## src/rtl/uart_regs_pkg.sv

```systemverilog
// uart_regs_pkg: register bit positions, IIR codes and trigger decode shared by the UART register blocks
package uart_regs_pkg;
  localparam int ENTRY_W = 11;
  localparam int LSR_DR  = 0;
  localparam int LSR_OE  = 1;
  localparam int LSR_PE  = 2;
  localparam int LSR_FE  = 3;
  localparam int LSR_BI  = 4;
  localparam int LSR_ERR = 7;
  localparam logic [3:0] IIR_NONE = 4'b0001;
  localparam logic [3:0] IIR_RLS  = 4'b0110;
  localparam logic [3:0] IIR_RDA  = 4'b0100;
  localparam logic [3:0] IIR_CTO  = 4'b1100;
  localparam logic [3:0] IIR_THRE = 4'b0010;
  function automatic logic [4:0] trigger_decode(input logic [1:0] sel);
    return sel == 2'b00 ? 5'd1 : sel == 2'b01 ? 5'd4 : sel == 2'b10 ? 5'd8 : 5'd14;
  endfunction
endpackage

```

## src/rtl/uart_rx_fifo.sv

```systemverilog
// uart_rx_fifo: receive entry storage; full FIFO when fifo_en, otherwise a single slot that overwrites
module uart_rx_fifo import uart_regs_pkg::*; #(
  parameter int DEPTH = 16,
  localparam int AW = $clog2(DEPTH)
) (
  input  logic               clk,
  input  logic               reset,
  input  logic               fifo_en,
  input  logic               clr,
  input  logic               wr,
  input  logic               rd,
  input  logic [ENTRY_W-1:0] din,
  output logic [ENTRY_W-1:0] head,
  output logic [AW:0]        count,
  output logic               ovf,
  output logic               head_load,
  output logic [2:0]         head_err,
  output logic               err_any
);
  localparam logic [AW:0] ONE = 1;
  logic [ENTRY_W-1:0] mem [DEPTH];
  logic [AW-1:0] rd_ptr, wr_ptr, nxt;
  logic [AW:0] err_cnt;
  logic empty, full, push, pop;
  assign nxt = rd_ptr + 1'b1;
  assign empty = count == '0;
  assign full = fifo_en ? count == (AW+1)'(DEPTH) : !empty;
  assign pop = rd & !empty;
  assign push = wr & !clr & (!full | rd | !fifo_en);
  assign ovf = wr & !clr & full & !rd;
  assign head = mem[rd_ptr];
  assign err_any = err_cnt != '0;
  // An entry becomes head when written into an empty store or when the entry in front of it pops
  assign head_load = !clr & (fifo_en ? (pop & count > ONE) | (push & (empty | (pop & count == ONE))) : push);
  assign head_err = (fifo_en & count > ONE) ? mem[nxt][ENTRY_W-1:8] : din[ENTRY_W-1:8];
  // Entry storage; in single-register mode the pointers stay at slot 0
  always_ff @(posedge clk) if (push) mem[wr_ptr] <= din;
  // Pointers, occupancy and count of stored entries carrying an error
  always_ff @(posedge clk)
    if (!reset || clr) begin
      rd_ptr <= '0;
      wr_ptr <= '0;
      count <= '0;
      err_cnt <= '0;
    end else if (fifo_en) begin
      rd_ptr <= rd_ptr + AW'(pop);
      wr_ptr <= wr_ptr + AW'(push);
      count <= count + (AW+1)'(push) - (AW+1)'(pop);
      err_cnt <= err_cnt + (AW+1)'(push & |din[ENTRY_W-1:8]) - (AW+1)'(pop & |head[ENTRY_W-1:8]);
    end else
      count <= {{AW{1'b0}}, push | (!empty & !pop)};
endmodule

```

## src/rtl/uart_rx_buffer_reg.sv

```systemverilog
// uart_rx_buffer_reg: UART receive buffer with LSR receive bits, character timeout and IIR generation
module uart_rx_buffer_reg import uart_regs_pkg::*; #(
  parameter int DEPTH = 16,
  parameter int TO_CHARS = 4
) (
  input  logic       clk,
  input  logic       reset,
  input  logic       rWR,
  input  logic [7:0] Datain,
  input  logic       rx_pe,
  input  logic       rx_fe,
  input  logic       rx_bi,
  input  logic       rRD,
  input  logic       lsr_rd,
  input  logic       char_tick,
  input  logic [7:0] FCR,
  input  logic [7:0] IER,
  output logic [7:0] Dataout,
  output logic [7:0] IIR,
  output logic [7:0] LSR
);
  localparam int CW = $clog2(DEPTH) + 1;
  localparam int TW = $clog2(TO_CHARS + 1);
  localparam logic [TW-1:0] TO_MAX = TW'(TO_CHARS);
  logic fifo_en, fifo_en_q, clr, ovf, head_load, err_any, pop, inc, oe, to_flag, rls, rda, cto, unused;
  logic [ENTRY_W-1:0] head;
  logic [CW-1:0] count, trig;
  logic [2:0] head_err, lsr_err;
  logic [TW-1:0] to_cnt;
  logic [4:0] trig_raw;
  logic [3:0] iir_id;
  assign unused = ^{FCR[5:2], IER[7:3], IER[1]};
  assign fifo_en = FCR[0];
  assign clr = FCR[1] | (fifo_en ^ fifo_en_q);
  assign pop = rRD & (count != '0);
  assign trig_raw = trigger_decode(FCR[7:6]);
  assign trig = !fifo_en ? CW'(1) : (int'(trig_raw) > DEPTH) ? CW'(DEPTH) : CW'(trig_raw);
  assign inc = char_tick & (count != '0) & !rWR & !rRD & (to_cnt != TO_MAX);
  assign rls = IER[2] & (oe | (|lsr_err));
  assign rda = IER[0] & (count >= trig);
  assign cto = IER[0] & to_flag;
  assign iir_id = rls ? IIR_RLS : rda ? IIR_RDA : cto ? IIR_CTO : IIR_NONE;
  uart_rx_fifo #(.DEPTH(DEPTH)) u_fifo (
    .clk(clk),
    .reset(reset),
    .fifo_en(fifo_en),
    .clr(clr),
    .wr(rWR),
    .rd(rRD),
    .din({rx_bi, rx_fe, rx_pe, Datain}),
    .head(head),
    .count(count),
    .ovf(ovf),
    .head_load(head_load),
    .head_err(head_err),
    .err_any(err_any)
  );
  // Previous FIFO-enable value, so a mode change can flush storage
  always_ff @(posedge clk) fifo_en_q <= reset ? fifo_en : 1'b0;
  // Read data and sticky line-status bits; a new error beats a coincident LSR read
  always_ff @(posedge clk)
    if (!reset) begin
      Dataout <= '0;
      oe <= 1'b0;
      lsr_err <= '0;
    end else begin
      if (pop) Dataout <= head[7:0];
      oe <= (oe & !lsr_rd) | ovf;
      lsr_err <= (lsr_err & {3{!lsr_rd}}) | (head_load ? head_err : 3'b000);
    end
  // Character-timeout counter and flag, active only in FIFO mode
  always_ff @(posedge clk)
    if (!reset || clr || !fifo_en) begin
      to_cnt <= '0;
      to_flag <= 1'b0;
    end else begin
      to_cnt <= (rWR | rRD) ? '0 : to_cnt + TW'(inc);
      to_flag <= !rRD & (to_flag | (inc & (to_cnt == TO_MAX - 1'b1)));
    end
  // Interrupt identification, registered one cycle behind its cause
  always_ff @(posedge clk) IIR <= !reset ? 8'h01 : {{2{fifo_en}}, 2'b00, iir_id};
  // Line status assembled from storage state and sticky bits
  always_comb begin
    LSR = '0;
    LSR[LSR_DR] = count != '0;
    LSR[LSR_OE] = oe;
    LSR[LSR_BI:LSR_PE] = lsr_err;
    LSR[LSR_ERR] = fifo_en & err_any;
  end
endmodule

```

## config.mk

```make
export PLATFORM = sky130hd
export DESIGN_NAME = uart_rx_buffer_reg
export DESIGN_NICKNAME = d
export VERILOG_FILES = /design/src/rtl/uart_regs_pkg.sv /design/src/rtl/uart_rx_fifo.sv /design/src/rtl/uart_rx_buffer_reg.sv
export SDC_FILE = /design/constraint.sdc
export NUM_CORES = 1
export LEC_CHECK = 0
export ABC_AREA = 1
export BUFFER_PORTS_ARGS = -buffer_cell sky130_fd_sc_hd__buf_2
export CAP_MARGIN = 0
export CORE_UTILIZATION = 45
export CTS_CLUSTER_DIAMETER = 120
export DETAILED_ROUTE_END_ITERATION = 8
export GPL_TIMING_DRIVEN = 0
export RECOVER_POWER = 50
export SLEW_MARGIN = 25
export SYNTH_ARGS = -nofsm -noshare
export SYNTH_HDL_FRONTEND = slang
export SYNTH_HIERARCHICAL = 1
export SYNTH_SLANG_ARGS = --single-unit
```

## constraint.sdc

```tcl
create_clock -name clk -period 4.53 [get_ports clk]
set_input_delay 0.906 -clock clk [delete_from_list [all_inputs] [get_ports clk]]
set_output_delay 0.906 -clock clk [all_outputs]
set_load 0.1 [all_outputs]
```

======== After elaboration in Yosys (flattened, before gate mapping) ========
Memory sizes are Yosys's and may differ from the RTL's. A register that Yosys moved wholly into a read port is not among the register bits.
Cells that the tools add are included.
word-level totals
  memories ................................ 1
  memory bits (writable) .................. 176
  input bits .............................. 33
  register bits after elaboration ......... 42
memories
  memory      words  width  read ports  clocked after Yosys merged registers in  wr ports  RTL line            text
  u_fifo.mem  16     11     2           1                                        1         uart_rx_fifo.sv:21  logic [ENTRY_W-1:0] mem [DEPTH];
operators by class
  bitwise logic cells ..................... 39
  order comparisons ....................... 3
  $add $sub $neg .......................... 8
  muxes and demuxes ....................... 17
  reduce and logical (&&, ||, !) cells .... 20
  eq/ne operators ......................... 6
operators by type and width
  kind                   number
  $mux W4                7
  $and A1 B1 Y1          25
  $mux W5                2
  $or A1 B1 Y1           10
  $reduce_bool A5 Y1     2
  $logic_not A1 Y1       9
  $mux W3                3
  $reduce_or A3 Y1       3
  $add A4 B1 Y4          2
  $add A5 B1 Y5          1
  $add A5 B5 Y5          1
  $eq A5 B1 Y1 const B   1
  $eq A5 B5 Y1 const B   1
  $ge A5 B5 Y1           1
  $gt A4 B5 Y1 const B   1
  $gt A5 B1 Y1 const B   1
  $logic_not A5 Y1       1
  $mux W1                5
  $sub A5 B1 Y5          1
  $sub A5 B5 Y5          1
  $add A4 B1 Y4 const B  1
  $reduce_or A2 Y1       2
  $add A3 B1 Y3          1
  $and A3 B3 Y3          1
  other kinds (9)        10

======== Logic depth before layout (Yosys ltp) ========
Gate-level depths: netlist of run 1.
  depth in word-level cells ............... 13
  mapped depth ............................ 22

======== Hierarchy ========
The synthesis of run 1 kept the hierarchy.
modules (own cells, without submodules)
  module              area each (µm²)  cells an instance  instances
  uart_rx_fifo        8873.5           807                1
  uart_rx_buffer_reg  997.2            136                1

======== Worst setup path before layout of run 1 ========
Ideal clock, no wire load.
  kind .................................... input -> register
  start ................................... input FCR[0]
  end ..................................... register u_fifo.count[4]
  arrival time ............................ 2.816 ns
  cell stages on the path ................. 16
  library setup time ...................... 0.117 ns
  path buffers ............................ 0
  setup slack ............................. 1.597 ns
  path through ............................ a21oi_1 > o21ai_0 > inv_1 > nand2_1 > inv_1 > nand2_2 > ha_1 > inv_1 > ha_1 > inv_1 > fa_1 > inv_1 > a21oi_1 > o21bai_1 > or2_2 > a21oi_1
between the ends
  longest elaborated chain between the ends .. 7
  elaborated cells between the ends (all ways) .. 15
  those cells by class .................... 2 x add/sub; 1 x mux; 7 x bitwise; 5 x reduce/logical
ends and longest elaborated chain
  element                     RTL line                  text
  from (decl)                 uart_rx_buffer_reg.sv:16  input logic [7:0] FCR,
  $xor A1 B1 Y1 (*)           uart_rx_buffer_reg.sv:34  assign clr = FCR[1] | (fifo_en ^ fifo_en_q);
  $or A1 B1 Y1 (*)            uart_rx_buffer_reg.sv:34
  net clr                     uart_rx_buffer_reg.sv:25  logic fifo_en, fifo_en_q, clr, ovf, head_load, err_any, pop, inc, oe, to_flag, rls, rda, cto, unused;
  $logic_not A1 Y1            uart_rx_fifo.sv:29        assign push = wr & !clr & (!full | rd | !fifo_en);
  $and A1 B1 Y1 (2 in a row)  uart_rx_fifo.sv:29
  $add A5 B1 Y5               uart_rx_fifo.sv:48        count <= count + (AW+1)'(push) - (AW+1)'(pop);
  $sub A5 B1 Y5               uart_rx_fifo.sv:48
  to (signal assigned)        uart_rx_fifo.sv:48
  to (signal assigned)        uart_rx_fifo.sv:51        count <= {{AW{1'b0}}, push | (!empty & !pop)};
  to (decl)                   uart_rx_fifo.sv:14        output logic [AW:0] count,
The timed path passes the listed nets; every way through them passes the cells marked *.
A chain may end at the register's enable or synchronous reset.

==> results of run 1 <==
[worst max path at each step]
stage	from	endpoint	slack (ns)	depth (start not counted)
2_1_floorplan	FCR[0]	u_fifo/count[4]	1.60	16
3_3_place_gp	FCR[0]	u_fifo/mem[11][4]	0.78	10
3_5_place_dp	FCR[0]	u_fifo/count[4]	1.12	17
4_1_cts	flop	u_fifo/err_cnt[4]	1.39	21
5_1_grt	flop	u_fifo/err_cnt[4]	0.66	21
6_report	flop	u_fifo/err_cnt[4]	0.91	21
[cell type report]
type / instances / area (sq um) / area share
sequential: 219 / 6150 / 0.545
multi-input combinational: 581 / 3070 / 0.273
clock buffer: 28 / 616 / 0.0546
inverter: 93 / 353 / 0.0313
tap: 275 / 344 / 0.0305
buffer: 53 / 342 / 0.0303
timing repair buffer: 48 / 275 / 0.0244
clock inverter: 16 / 125 / 0.0111
[cell families after synthesis]
family | count (synthesis)
xor gates and xnor gates | 6
buffers and inverters | 146
other | 1
AOI/OAI and AO/OA | 210
adders and majority gates | 26
and+or+nand+nor | 335
DFF | 219
[power by group through the flow]
stage               registers, mW  logic, mW  clock network (mW)
floorplan                    2.25      0.122                   0
global placement             2.23      0.221                   0
detailed placement           2.23      0.224                   0
CTS                          2.19      0.225                1.85
global route                 2.19      0.242                1.93
finish                       2.19      0.221                1.82
[layout by cell type (no fill, tap or decap), drive strengths merged]
cell	synthesis	final
edfxtp	176	176
nand2	132	132
nor2	126	126
o21ai	109	109
inv	91	91
clkbuf	17	66
nand3	64	64
buf	36	63
dfxtp	43	43
a21oi	40	40
o221ai	25	25
ha	24	24
o211ai	22	22
clkinv	2	16
o22ai	7	7
nor3	5	5
conb	1	4
a31oi	3	3
nand4	3	3
xor2	3	3
o21bai	3	3
xnor2	3	3
or2	3	3
fa	2	2
nand3b	2	2
bufinv	0	1
clkinvlp	0	1
a21o	1	1
[state kept, by name, summed over array words and instances (netlist names), named ones only]
register / cells
u_fifo/err_cnt: 5
IIR: 4
oe: 1
u_fifo/wr_ptr: 4
u_fifo/count: 5
fifo_en_q: 1
to_flag: 1
Dataout: 8
u_fifo/mem: 176
to_cnt: 3
lsr_err: 3
u_fifo/rd_ptr: 4
[routing by layer]
| layer | GRT usage | vias up | wire, microns |
|---|---|---|---|
| met3 | 0.0333 | 37 | 2140 |
| met4 | 0.0707 | 0 | 503 |
| met1 | 0.340 | 3461 | 11600 |
| met5 | 0 | - | 0 |
| met2 | 0.374 | 316 | 12000 |
| li1 | - | 3440 | - |
[worst register-to-register path, stage by stage, from the launching register on]
cell and delay, ns:
sky130_fd_sc_hd__dfxtp_1 0.32, sky130_fd_sc_hd__buf_6 0.15, sky130_fd_sc_hd__clkinvlp_2 0.41, sky130_fd_sc_hd__buf_4 0.35, sky130_fd_sc_hd__nand3_1 0.10, sky130_fd_sc_hd__nand3_1 0.09
sky130_fd_sc_hd__nand3_1 0.10, sky130_fd_sc_hd__nand2_1 0.05, sky130_fd_sc_hd__nor2_1 0.21, sky130_fd_sc_hd__a21oi_2 0.08, sky130_fd_sc_hd__ha_1 0.27, sky130_fd_sc_hd__inv_1 0.04
sky130_fd_sc_hd__ha_1 0.21, sky130_fd_sc_hd__fa_1 0.41, sky130_fd_sc_hd__a21o_1 0.18, sky130_fd_sc_hd__a21oi_1 0.17, sky130_fd_sc_hd__nor2_1 0.06, sky130_fd_sc_hd__nor2_1 0.08
sky130_fd_sc_hd__nand2_1 0.07, sky130_fd_sc_hd__nand2_1 0.06, sky130_fd_sc_hd__nand2_1 0.05, sky130_fd_sc_hd__nor2_1 0.09
[per-stage QoR]
step | setup WS (ns) | instances | area, sq um | util | hold WS [ns]
floorplan | 1.60 | 946 | 9880 | - | 0.426
global placement | 0.776 | 1263 | 10400 | 0.490 | 0.437
detailed placement | 1.12 | 1269 | 10600 | 0.496 | 0.442
CTS | 1.39 | 1313 | 11300 | 0.531 | 0.451
global route | 0.660 | 1313 | 11300 | 0.530 | 0.488
finish | 0.907 | 1313 | 11300 | 0.530 | 0.453
==> reports/results.ini, run 1 <==
[run_status]
run_status = completed

[clock_tree]
cts_max_path_buffers = 3
holdBufCountCts = 0
clk_latency_ns = 0.53
cts-buffers-inserted = 24
cts_root_buf = sky130_fd_sc_hd__clkbuf_16
cts.repair_timing.setup_buffer_count = 0
cts-htree-levels = 1
clkSlewWorstSetupHoldPaths_ns = 0.06
cts_tree = built
number_of_resized_instances_in_the_post_cts_repair_step = 0
numClockSinks = 219

[synth]
count_of_state_elements_after_synthesis = 219
syn-mean-instance-area_sq_um = 10.5
synthCells = 943
yosys.cell_count.top_type = sky130_fd_sc_hd__edfxtp_1
yosys.area.top_type_share = 0.535
synth_top_cells_by_count = sky130_fd_sc_hd__edfxtp_1, sky130_fd_sc_hd__nand2_1, sky130_fd_sc_hd__nor2_1, sky130_fd_sc_hd__o21ai_0, sky130_fd_sc_hd__inv_1
synth-xor-area-share = 0.00608
post_synth_fa_ha_maj_area_fraction = 0.0345
mux_contribution_to_synthesized_area = 0
ys.flop_type = sky130_fd_sc_hd__edfxtp_1
synth-warning-count = 6
synth_top_cell_by_area = sky130_fd_sc_hd__edfxtp_1
synth.lib_cells_used.distinct = 40
synth_edf_count = 176
synth-compound-area-share = 0.124
synth_seq_area_share = 0.623
synthesis.area_sq_um = 9870
combinational_family_with_the_most_area_after_synthesis = simple AND/OR/NAND/NOR gates
synth_simple_gate_area_share = 0.141
async_reset_ff_frac = 0
synth_top_cells_by_area = sky130_fd_sc_hd__edfxtp_1, sky130_fd_sc_hd__dfxtp_1, sky130_fd_sc_hd__nand2_1

[worst_setup_path]
r2r_cells = 21
crit_path_start_kind = flop
path_delay_family = simple AND/OR/NAND/NOR gates
r2r-end = u_fifo/err_cnt[4]
timing.critical_path.slowest_stage_cell = sky130_fd_sc_hd__fa_1
cp_slowest_stage_delay_ns = 0.41
worst-path-buf-inv = 4
timing.critical_path.arrival_ns = 4.09
r2r_slack_ns = 0.91
endpoint_kind = flop
worstPathRequired_ns = 4.99
crit_path_cell_trace = buf_6 > clkinvlp_2 > buf_4 > nand3_1 > nand3_1 > nand3_1 > nand2_1 > nor2_1 > a21oi_2 > ha_1 > inv_1 > ha_1 > fa_1 > a21o_1 > a21oi_1 > nor2_1 > nor2_1 > nand2_1 > nand2_1 > nand2_1 > nor2_1
timing.setup.critical_path_class = reg2reg
crit_path_max_fanout = 10

[power]
power.sequential.fraction = 0.517
total_switching_power_mw = 0.959
power.combinational.fraction = 0.052
power_switching_share = 0.227
clockPowerShare = 0.431
intPower_mw = 3.27
total_power_per_unit_cell_area_nw_per_um2 = 375
max_ir_drop_vdd_mv = 0.227
total_power_mw = 4.23
p_leak_nw = 4.16

[worst_hold_path]
hold_path_startpoint = to_flag
holdCritPathClass = reg2reg
hold_end = to_flag
whs_path_depth = 2

[cells_and_area]
drive_above_1_share = 0.127
antenna-diode-count = 0
area_growth_pct = 14.2
layout.filler_cells = 1921
finish.net_count = 1079

[drt]
firstDrtPassIters = 5
routed-via-count = 7254
post_drt_via_cell_ratio = 5.52
antenna_left = 0
drt_wl_total_microns = 26200
routedWlPerCell_microns = 19.9
detail_route.iter0.violations = 781
drt_drc_violations_left = 0

[floorplan]
die_h_microns = 150
top_level_ports = 57
floorplan.initialDensity = 0.464
chipWidth_microns = 150
row_count = 53
die_area_sq_um = 22500
floorplan.core_area_sq_um = 21300

[sta]
rsz0062_at_grt = no
worst_margin_slew_ns = 1.16
timing.final.crit_period_ns = 3.62
worst_clock_skew_ns = 0.0111
setup_viol = 0
timing.fmax_mhz = 276
timing.final.max_slew_violations = 0
fin_tns_setup_ns = 0
finalHoldViolCount = 0
timing.slew.headroom = 0.228
post_route_fraction_of_the_period_consumed_by_the_critical_path = 0.800

[grt]
number_of_global_route_vias_before_repair = 6763
groute.usage.overall = 0.237
grt_antenna_before_repair = 0
grt_max_degree = 19
grt_first_pass_wirelength_microns = 39300
grt_overflow = 0

[place]
post-dp-hpwl_microns = 17400
port_buffers = 42
place_congestion = 0.908

[job]
timing.max_cap.violations = 0

(Power assumes the default switching activity.)
==> inputs of run 2 (changes only) <==
clock period = 3.4 ns   (was 4.53 ns; I/O delays follow)
==> run 2 against run 1 <==
Against the previous run:
- combinational power is 33% higher
- final cell count stayed put
- sequential cell count stayed put
- die area stayed put
- first-iteration DRC count is 5.4% lower
- critical path type unchanged
- clock power is 33% higher
- power is 33% higher
- wire length is 0.24% lower
==> reports/results.ini, run 2 (same netlist as run 1, synthesis figures left out) <==
[power]
power.sequential.fraction = 0.517  ; about the same
clockPowerShare = 0.430  ; about the same
max_ir_drop_vdd_mv = 0.300  ; +32%
power_switching_share = 0.226  ; -0.000316
total_power_per_unit_cell_area_nw_per_um2 = 499  ; +33%
total_power_mw = 5.63  ; +33%
intPower_mw = 4.36  ; +33%
total_switching_power_mw = 1.28  ; +33%
p_leak_nw = 4.13  ; -0.76%
power.combinational.fraction = 0.052  ; about the same

[drt]
routed-via-count = 7231  ; -0.32%
wl_met3_microns = 2150  ; +0.75%
detailroute.wirelength.met2_microns = 12000  ; +0.58%
dr.max_layer_used = met4
antenna_left = 0  ; unchanged
drt_wl_total_microns = 26100  ; -0.24%
drt_drc_violations_left = 0  ; unchanged
post_drt_via_cell_ratio = 5.51  ; -0.32%
routedWlPerCell_microns = 19.9  ; -0.24%
met1Wirelength_microns = 11400  ; -1.1%
firstDrtPassIters = 5  ; unchanged
detail_route.iter0.violations = 739  ; -5.4%

[clock_tree]
cts_tree = built
numClockSinks = 219  ; unchanged
cts_root_buf = sky130_fd_sc_hd__clkbuf_16
cts_max_path_buffers = 3  ; unchanged
cts-buffers-inserted = 24  ; unchanged
clk_latency_ns = 0.53  ; about the same
clkSlewWorstSetupHoldPaths_ns = 0.06  ; about the same
cts.repair_timing.setup_buffer_count = 0  ; unchanged
cts-htree-levels = 1  ; unchanged

[grt]
grt_first_pass_wirelength_microns = 39300  ; unchanged
grt_antenna_before_repair = 0  ; unchanged
number_of_global_route_vias_before_repair = 6763  ; unchanged
grt_overflow = 0  ; unchanged
grt_max_degree = 19  ; unchanged
groute.usage.overall = 0.237  ; unchanged

[sta]
timing.final.crit_period_ns = 3.14  ; -0.484 ns
post_route_fraction_of_the_period_consumed_by_the_critical_path = 0.923  ; +0.123
worst_clock_skew_ns = 0.0109  ; -0.000211 ns
rsz0062_at_grt = no
timing.slew.headroom = 0.226  ; -0.00228
finalHoldViolCount = 0  ; unchanged
setup_viol = 0  ; unchanged
timing.final.max_slew_violations = 0  ; unchanged
timing.fmax_mhz = 319  ; +15%
worst_margin_slew_ns = 1.17  ; +0.00343 ns

[place]
port_buffers = 42  ; unchanged
place_congestion = 0.908  ; unchanged
postPlaceCellArea_sq_um = 10600  ; unchanged
post-dp-hpwl_microns = 17400  ; unchanged

[floorplan]
die_h_microns = 150  ; unchanged
row_count = 53  ; unchanged
floorplan.core_area_sq_um = 21300  ; unchanged
floorplan.initialDensity = 0.464  ; unchanged
chipWidth_microns = 150  ; unchanged
die_area_sq_um = 22500  ; unchanged
top_level_ports = 57  ; unchanged

[run_status]
run_status = completed

[cells_and_area]
antenna-diode-count = 0  ; unchanged
largest-register = u_fifo/mem
drive_above_1_share = 0.122  ; -0.00482
stdcell_area_sq_um = 11300  ; about the same
finish.net_count = 1079  ; unchanged
largest_reg_flops = 176  ; unchanged
biggestRegsByFlops = u_fifo/mem x176, Dataout x8
final_common_cell = sky130_fd_sc_hd__edfxtp_1
layout.cells.most_common_list = sky130_fd_sc_hd__edfxtp_1, sky130_fd_sc_hd__nand2_1, sky130_fd_sc_hd__nor2_1
layout.filler_cells = 1924  ; +0.16%
area_growth_pct = 14.2  ; about the same

[worst_setup_path]
cp_slowest_stage_delay_ns = 0.41  ; about the same
timing.critical_path.arrival_ns = 3.60  ; -0.49 ns
crit_path_cell_trace = buf_6 > clkinv_4 > buf_4 > nand3_1 > nand3_1 > nand3_1 > nand2_1 > nor2_2 > a21oi_2 > ha_1 > inv_1 > ha_1 > fa_1 > a21o_1 > a21oi_1 > nor2_1 > nor2_1 > nand2_1 > nand2_1 > nand2_1 > nor2_1
timing.setup.critical_path_class = reg2reg
critical_path.most_common_cell = sky130_fd_sc_hd__nand2_1
crit_path_start_kind = flop
crit_path_max_fanout = 10  ; unchanged
worstPathRequired_ns = 3.86  ; -1.13 ns
timing.critical_path.slowest_stage_cell = sky130_fd_sc_hd__fa_1
endpoint_kind = flop
worst-path-buf-inv = 4  ; unchanged
path_delay_family = simple AND/OR/NAND/NOR gates

[job]
timing.max_cap.violations = 0  ; unchanged

[worst_hold_path]
hold_path_startpoint = reset
holdCritPathClass = in2reg

-- run 2: cell types whose count changed in the layout (fill, tap and decap cells not counted), sizes merged --
cell,change
clkinvlp,-1
clkinv,+1
buf,-7
clkbuf,+7
-- run 2: cell type report --
| class | instances | area (sq um) | share of cell area |
|---|---|---|---|
| buffer | 53 | 342 | 0.0303 |
| clock buffer | 28 | 616 | 0.0546 |
| clock inverter | 16 | 125 | 0.0111 |
| inverter | 93 | 357 | 0.0316 |
| multi-input combinational | 581 | 3080 | 0.273 |
| sequential | 219 | 6150 | 0.545 |
| tap | 275 | 344 | 0.0305 |
| timing repair buffer | 48 | 267 | 0.0236 |
-- run 2: repair_timing --
item                                    4_1_cts  5_1_grt
endpoints found under the setup margin        0        1
gates resized for setup                       0        1
hold buffers                                  0        0
-- run 2: worst reg2reg max path: stages, from the launching register on --
cell and delay (ns):
sky130_fd_sc_hd__dfxtp_1 0.32, sky130_fd_sc_hd__buf_6 0.16, sky130_fd_sc_hd__clkinv_4 0.13, sky130_fd_sc_hd__buf_4 0.21, sky130_fd_sc_hd__nand3_1 0.10, sky130_fd_sc_hd__nand3_1 0.09
sky130_fd_sc_hd__nand3_1 0.09, sky130_fd_sc_hd__nand2_1 0.06, sky130_fd_sc_hd__nor2_2 0.17, sky130_fd_sc_hd__a21oi_2 0.07, sky130_fd_sc_hd__ha_1 0.27, sky130_fd_sc_hd__inv_1 0.04
sky130_fd_sc_hd__ha_1 0.21, sky130_fd_sc_hd__fa_1 0.41, sky130_fd_sc_hd__a21o_1 0.18, sky130_fd_sc_hd__a21oi_1 0.18, sky130_fd_sc_hd__nor2_1 0.06, sky130_fd_sc_hd__nor2_1 0.08
sky130_fd_sc_hd__nand2_1 0.07, sky130_fd_sc_hd__nand2_1 0.06, sky130_fd_sc_hd__nand2_1 0.05, sky130_fd_sc_hd__nor2_1 0.09
-- run 2: final timing paths --
path / cells past startpoint / endpoint / slack (ns)
worst max-delay path: 21 / u_fifo/err_cnt[4] / 0.26
worst min-delay path: 3 / fifo_en_q / 0.42
worst max register to register: 21 / u_fifo/err_cnt[4] / 0.26
worst min register to register: 2 / to_flag / 0.45
-- run 2: metal layers --
layer  vias to the layer above  global-route usage
li1                       3438                   -
met1                      3456               0.340
met2                       301               0.374
met3                        36              0.0333
met4                         0              0.0707
met5                         -                   0
-- run 2: power by group through the flow --
stage          Sequential, mW  Clock [mW]  Combinational [mW]
3_3_place_gp             2.97           0               0.295
5_1_grt                  2.91        2.57               0.324
4_1_cts                  2.91        2.47               0.300
6_report                 2.91        2.42               0.295
2_1_floorplan            3.00           0               0.163
3_5_place_dp             2.97           0               0.299
-- run 2: stage by stage --
| step | cells | setup slack [ns] | hold WS, ns | utilization | TNS [ns] |
|---|---|---|---|---|---|
| 2_1_floorplan | 946 | 0.693 | 0.426 | - | 0 |
| 3_3_place_gp | 1263 | -0.128 | 0.437 | 0.490 | -7.37 |
| 6_report | 1313 | 0.261 | 0.421 | 0.530 | 0 |
| 3_5_place_dp | 1269 | 0.221 | 0.442 | 0.496 | 0 |
| 4_1_cts | 1313 | 0.255 | 0.399 | 0.531 | 0 |
| 5_1_grt | 1313 | 0.0167 | 0.429 | 0.530 | 0 |
==> inputs of run 3 (changes only) <==
PLACE_DENSITY = 0.63   (was unset)
==> run 3 against run 2 <==
Against the previous run:
- final area decreased by 0.37%
- first-iteration DRC count decreased by 18%
- final cell count decreased by 0.61%
- via count increased by 1.5%
- die area unchanged
==> reports/results.ini, run 3 (same netlist as run 1, synthesis figures left out) <==
[run_status]
run_status = completed

[drt]
drt_drc_violations_left = 0  ; unchanged
post_drt_via_cell_ratio = 5.62  ; +2.1%
detail_route.iter0.violations = 609  ; -18%
routed-via-count = 7340  ; +1.5%
routedWlPerCell_microns = 20.0  ; +0.58%
drt_wl_total_microns = 26100  ; about the same
firstDrtPassIters = 7  ; +2
antenna_left = 0  ; unchanged

[worst_setup_path]
crit_path_max_fanout = 10  ; unchanged
r2r_cells = 21  ; unchanged
crit_path_start_kind = flop
endpoint_kind = flop
r2r_slack_ns = 0.27  ; about the same
timing.critical_path.arrival_ns = 3.59  ; about the same
r2r-end = u_fifo/err_cnt[4]
worstPathRequired_ns = 3.85  ; about the same
timing.setup.critical_path_class = reg2reg

[cells_and_area]
final_common_cell = sky130_fd_sc_hd__edfxtp_1
biggestRegsByFlops = u_fifo/mem x176, Dataout x8
finish.net_count = 1074  ; -0.46%
largest-register = u_fifo/mem
layout.cells.most_common_list = sky130_fd_sc_hd__edfxtp_1, sky130_fd_sc_hd__nand2_1, sky130_fd_sc_hd__nor2_1
antenna-diode-count = 0  ; unchanged
layout.filler_cells = 1911  ; -0.68%
drive_above_1_share = 0.118  ; -0.00390
multi_input_gate_area_sq_um = 3080  ; about the same
layout.area.seq_sq_um = 6150  ; unchanged
area_growth_pct = 13.8
largest_reg_flops = 176  ; unchanged

[clock_tree]
holdBufCountCts = 0  ; unchanged
cts-buffers-inserted = 23  ; -4.2%
clk_latency_ns = 0.53  ; about the same
number_of_resized_instances_in_the_post_cts_repair_step = 0  ; unchanged
cts_root_buf = sky130_fd_sc_hd__clkbuf_16
cts.repair_timing.setup_buffer_count = 0  ; unchanged
clkSlewWorstSetupHoldPaths_ns = 0.06  ; about the same
cts_tree = built
cts-htree-levels = 1  ; unchanged
numClockSinks = 219  ; unchanged
cts_max_path_buffers = 3  ; unchanged

[floorplan]
die_area_sq_um = 22500  ; unchanged
row_count = 53  ; unchanged
top_level_ports = 57  ; unchanged
die_h_microns = 150  ; unchanged
chipWidth_microns = 150  ; unchanged
floorplan.initialDensity = 0.464  ; unchanged
floorplan.core_area_sq_um = 21300  ; unchanged

[power]
p_leak_nw = 4.11  ; -0.48%
power.combinational.fraction = 0.051  ; about the same
power.sequential.fraction = 0.505  ; -0.012
max_ir_drop_vdd_mv = 0.262  ; -13%
intPower_mw = 4.52  ; +3.8%
clockPowerShare = 0.444  ; +0.014
power_switching_share = 0.217  ; -0.00953
total_power_per_unit_cell_area_nw_per_um2 = 514  ; +2.9%
total_switching_power_mw = 1.25  ; -1.8%

[job]
timing.max_cap.violations = 0  ; unchanged

[place]
place_congestion = 0.968  ; +6.6%
post-dp-hpwl_microns = 17000  ; -2.5%
port_buffers = 42  ; unchanged
dp_slack_ns = 0.211  ; -0.00957 ns

[grt]
grt_max_degree = 19  ; unchanged
grt_antenna_before_repair = 0  ; unchanged
groute.usage.overall = 0.237  ; -0.000523
grt_overflow = 0  ; unchanged
grt_first_pass_wirelength_microns = 39300  ; about the same
number_of_global_route_vias_before_repair = 6781  ; +0.27%

[sta]
timing.final.max_slew_violations = 0  ; unchanged
timing.fmax_mhz = 319  ; +0.15%
fin_tns_setup_ns = 0  ; unchanged
rsz0062_at_grt = no
setup_viol = 0  ; unchanged
timing.slew.headroom = 0.219  ; -0.00720
worst_clock_skew_ns = 0.0202  ; +0.00932 ns
finalHoldViolCount = 0  ; unchanged
post_route_fraction_of_the_period_consumed_by_the_critical_path = 0.922  ; -0.00134
worst_margin_slew_ns = 1.18  ; +0.0108 ns
timing.final.ws_setup_ns = 0.266  ; +0.00456 ns
timing.final.crit_period_ns = 3.13  ; -0.00455 ns

[worst_hold_path]
whs_path_depth = 3  ; unchanged
holdCritPathClass = in2reg
hold_path_startpoint = IER[2]
hold_end = IIR[1]

[run 3: cell count changes in the layout (fill, tap and decap cells not counted)]
| cell | delta |
|---|---|
| sky130_fd_sc_hd__buf_6 | +2 |
| sky130_fd_sc_hd__buf_8 | -6 |
| sky130_fd_sc_hd__bufinv_16 | +3 |
| sky130_fd_sc_hd__clkbuf_1 | -2 |
| sky130_fd_sc_hd__clkbuf_16 | -1 |
| sky130_fd_sc_hd__clkinv_1 | -2 |
| sky130_fd_sc_hd__clkinv_16 | -1 |
| sky130_fd_sc_hd__clkinv_2 | -2 |
| sky130_fd_sc_hd__clkinv_4 | -1 |
| sky130_fd_sc_hd__clkinvlp_4 | +1 |
| sky130_fd_sc_hd__inv_16 | +1 |
| sky130_fd_sc_hd__nor2_1 | +1 |
| sky130_fd_sc_hd__nor2_2 | -1 |
[run 3: power by group through the flow]
| stage | clock (mW) | sequential [mW] | combinational [mW] |
|---|---|---|---|
| floorplan | 0 | 3.00 | 0.163 |
| global placement | 0 | 2.97 | 0.293 |
| detailed placement | 0 | 2.97 | 0.299 |
| CTS | 2.61 | 2.91 | 0.300 |
| global route | 2.71 | 2.91 | 0.322 |
| finish | 2.56 | 2.91 | 0.295 |
[run 3: final cells by class]
class,count,share of cell area
flip-flops and latches,219,0.547
well taps,275,0.0306
plain buffers,53,0.0304
repair buffers,44,0.0177
clock inverters,15,0.0166
clock buffers,25,0.0519
inverters,93,0.0317
multi-input cells,581,0.274
[run 3: worst max-delay path by stage]
stage / cells after the start / slack, ns / endpoint / start
global placement: 10 / -0.06 / u_fifo/mem[11][9] / FCR[0]
floorplan: 16 / 0.69 / u_fifo/count[4] / FCR[0]
CTS: 21 / 0.26 / u_fifo/err_cnt[4] / flop
detailed placement: 17 / 0.21 / u_fifo/count[4] / FCR[0]
global route: 21 / 0.01 / u_fifo/err_cnt[4] / flop
finish: 21 / 0.27 / u_fifo/err_cnt[4] / flop
[run 3: layer usage]
layer,track usage,up-vias,share of wire,wire length [microns]
met5,0,-,0,0
met4,0.0616,0,0.021,556
met3,0.0306,44,0.086,2240
met2,0.394,319,0.47,12300
met1,0.327,3546,0.42,11000
li1,-,3431,-,-
[run 3: metrics by stage]
step	instance area [sq um]	util	power [mW]	instances	hold slack (ns)
2_1_floorplan	9880	-	3.17	946	0.426
6_report	11200	0.528	5.77	1305	0.430
4_1_cts	11300	0.529	5.82	1305	0.408
3_5_place_dp	10500	0.493	3.27	1265	0.441
5_1_grt	11200	0.528	5.95	1305	0.443
3_3_place_gp	10400	0.490	3.26	1263	0.438
[run 3: critical path: stages (launching register included)]
cell	delay, ns
sky130_fd_sc_hd__dfxtp_1	0.33
sky130_fd_sc_hd__buf_6	0.17
sky130_fd_sc_hd__clkinv_4	0.12
sky130_fd_sc_hd__buf_4	0.20
sky130_fd_sc_hd__nand3_1	0.09
sky130_fd_sc_hd__nand3_1	0.07
sky130_fd_sc_hd__nand3_1	0.11
sky130_fd_sc_hd__nand2_1	0.05
sky130_fd_sc_hd__nor2_1	0.19
sky130_fd_sc_hd__a21oi_2	0.08
sky130_fd_sc_hd__ha_1	0.27
sky130_fd_sc_hd__inv_1	0.04
sky130_fd_sc_hd__ha_1	0.21
sky130_fd_sc_hd__fa_1	0.41
sky130_fd_sc_hd__a21o_1	0.17
sky130_fd_sc_hd__a21oi_1	0.16
sky130_fd_sc_hd__nor2_1	0.06
sky130_fd_sc_hd__nor2_1	0.08
sky130_fd_sc_hd__nand2_1	0.07
sky130_fd_sc_hd__nand2_1	0.06
sky130_fd_sc_hd__nand2_1	0.04
sky130_fd_sc_hd__nor2_1	0.09
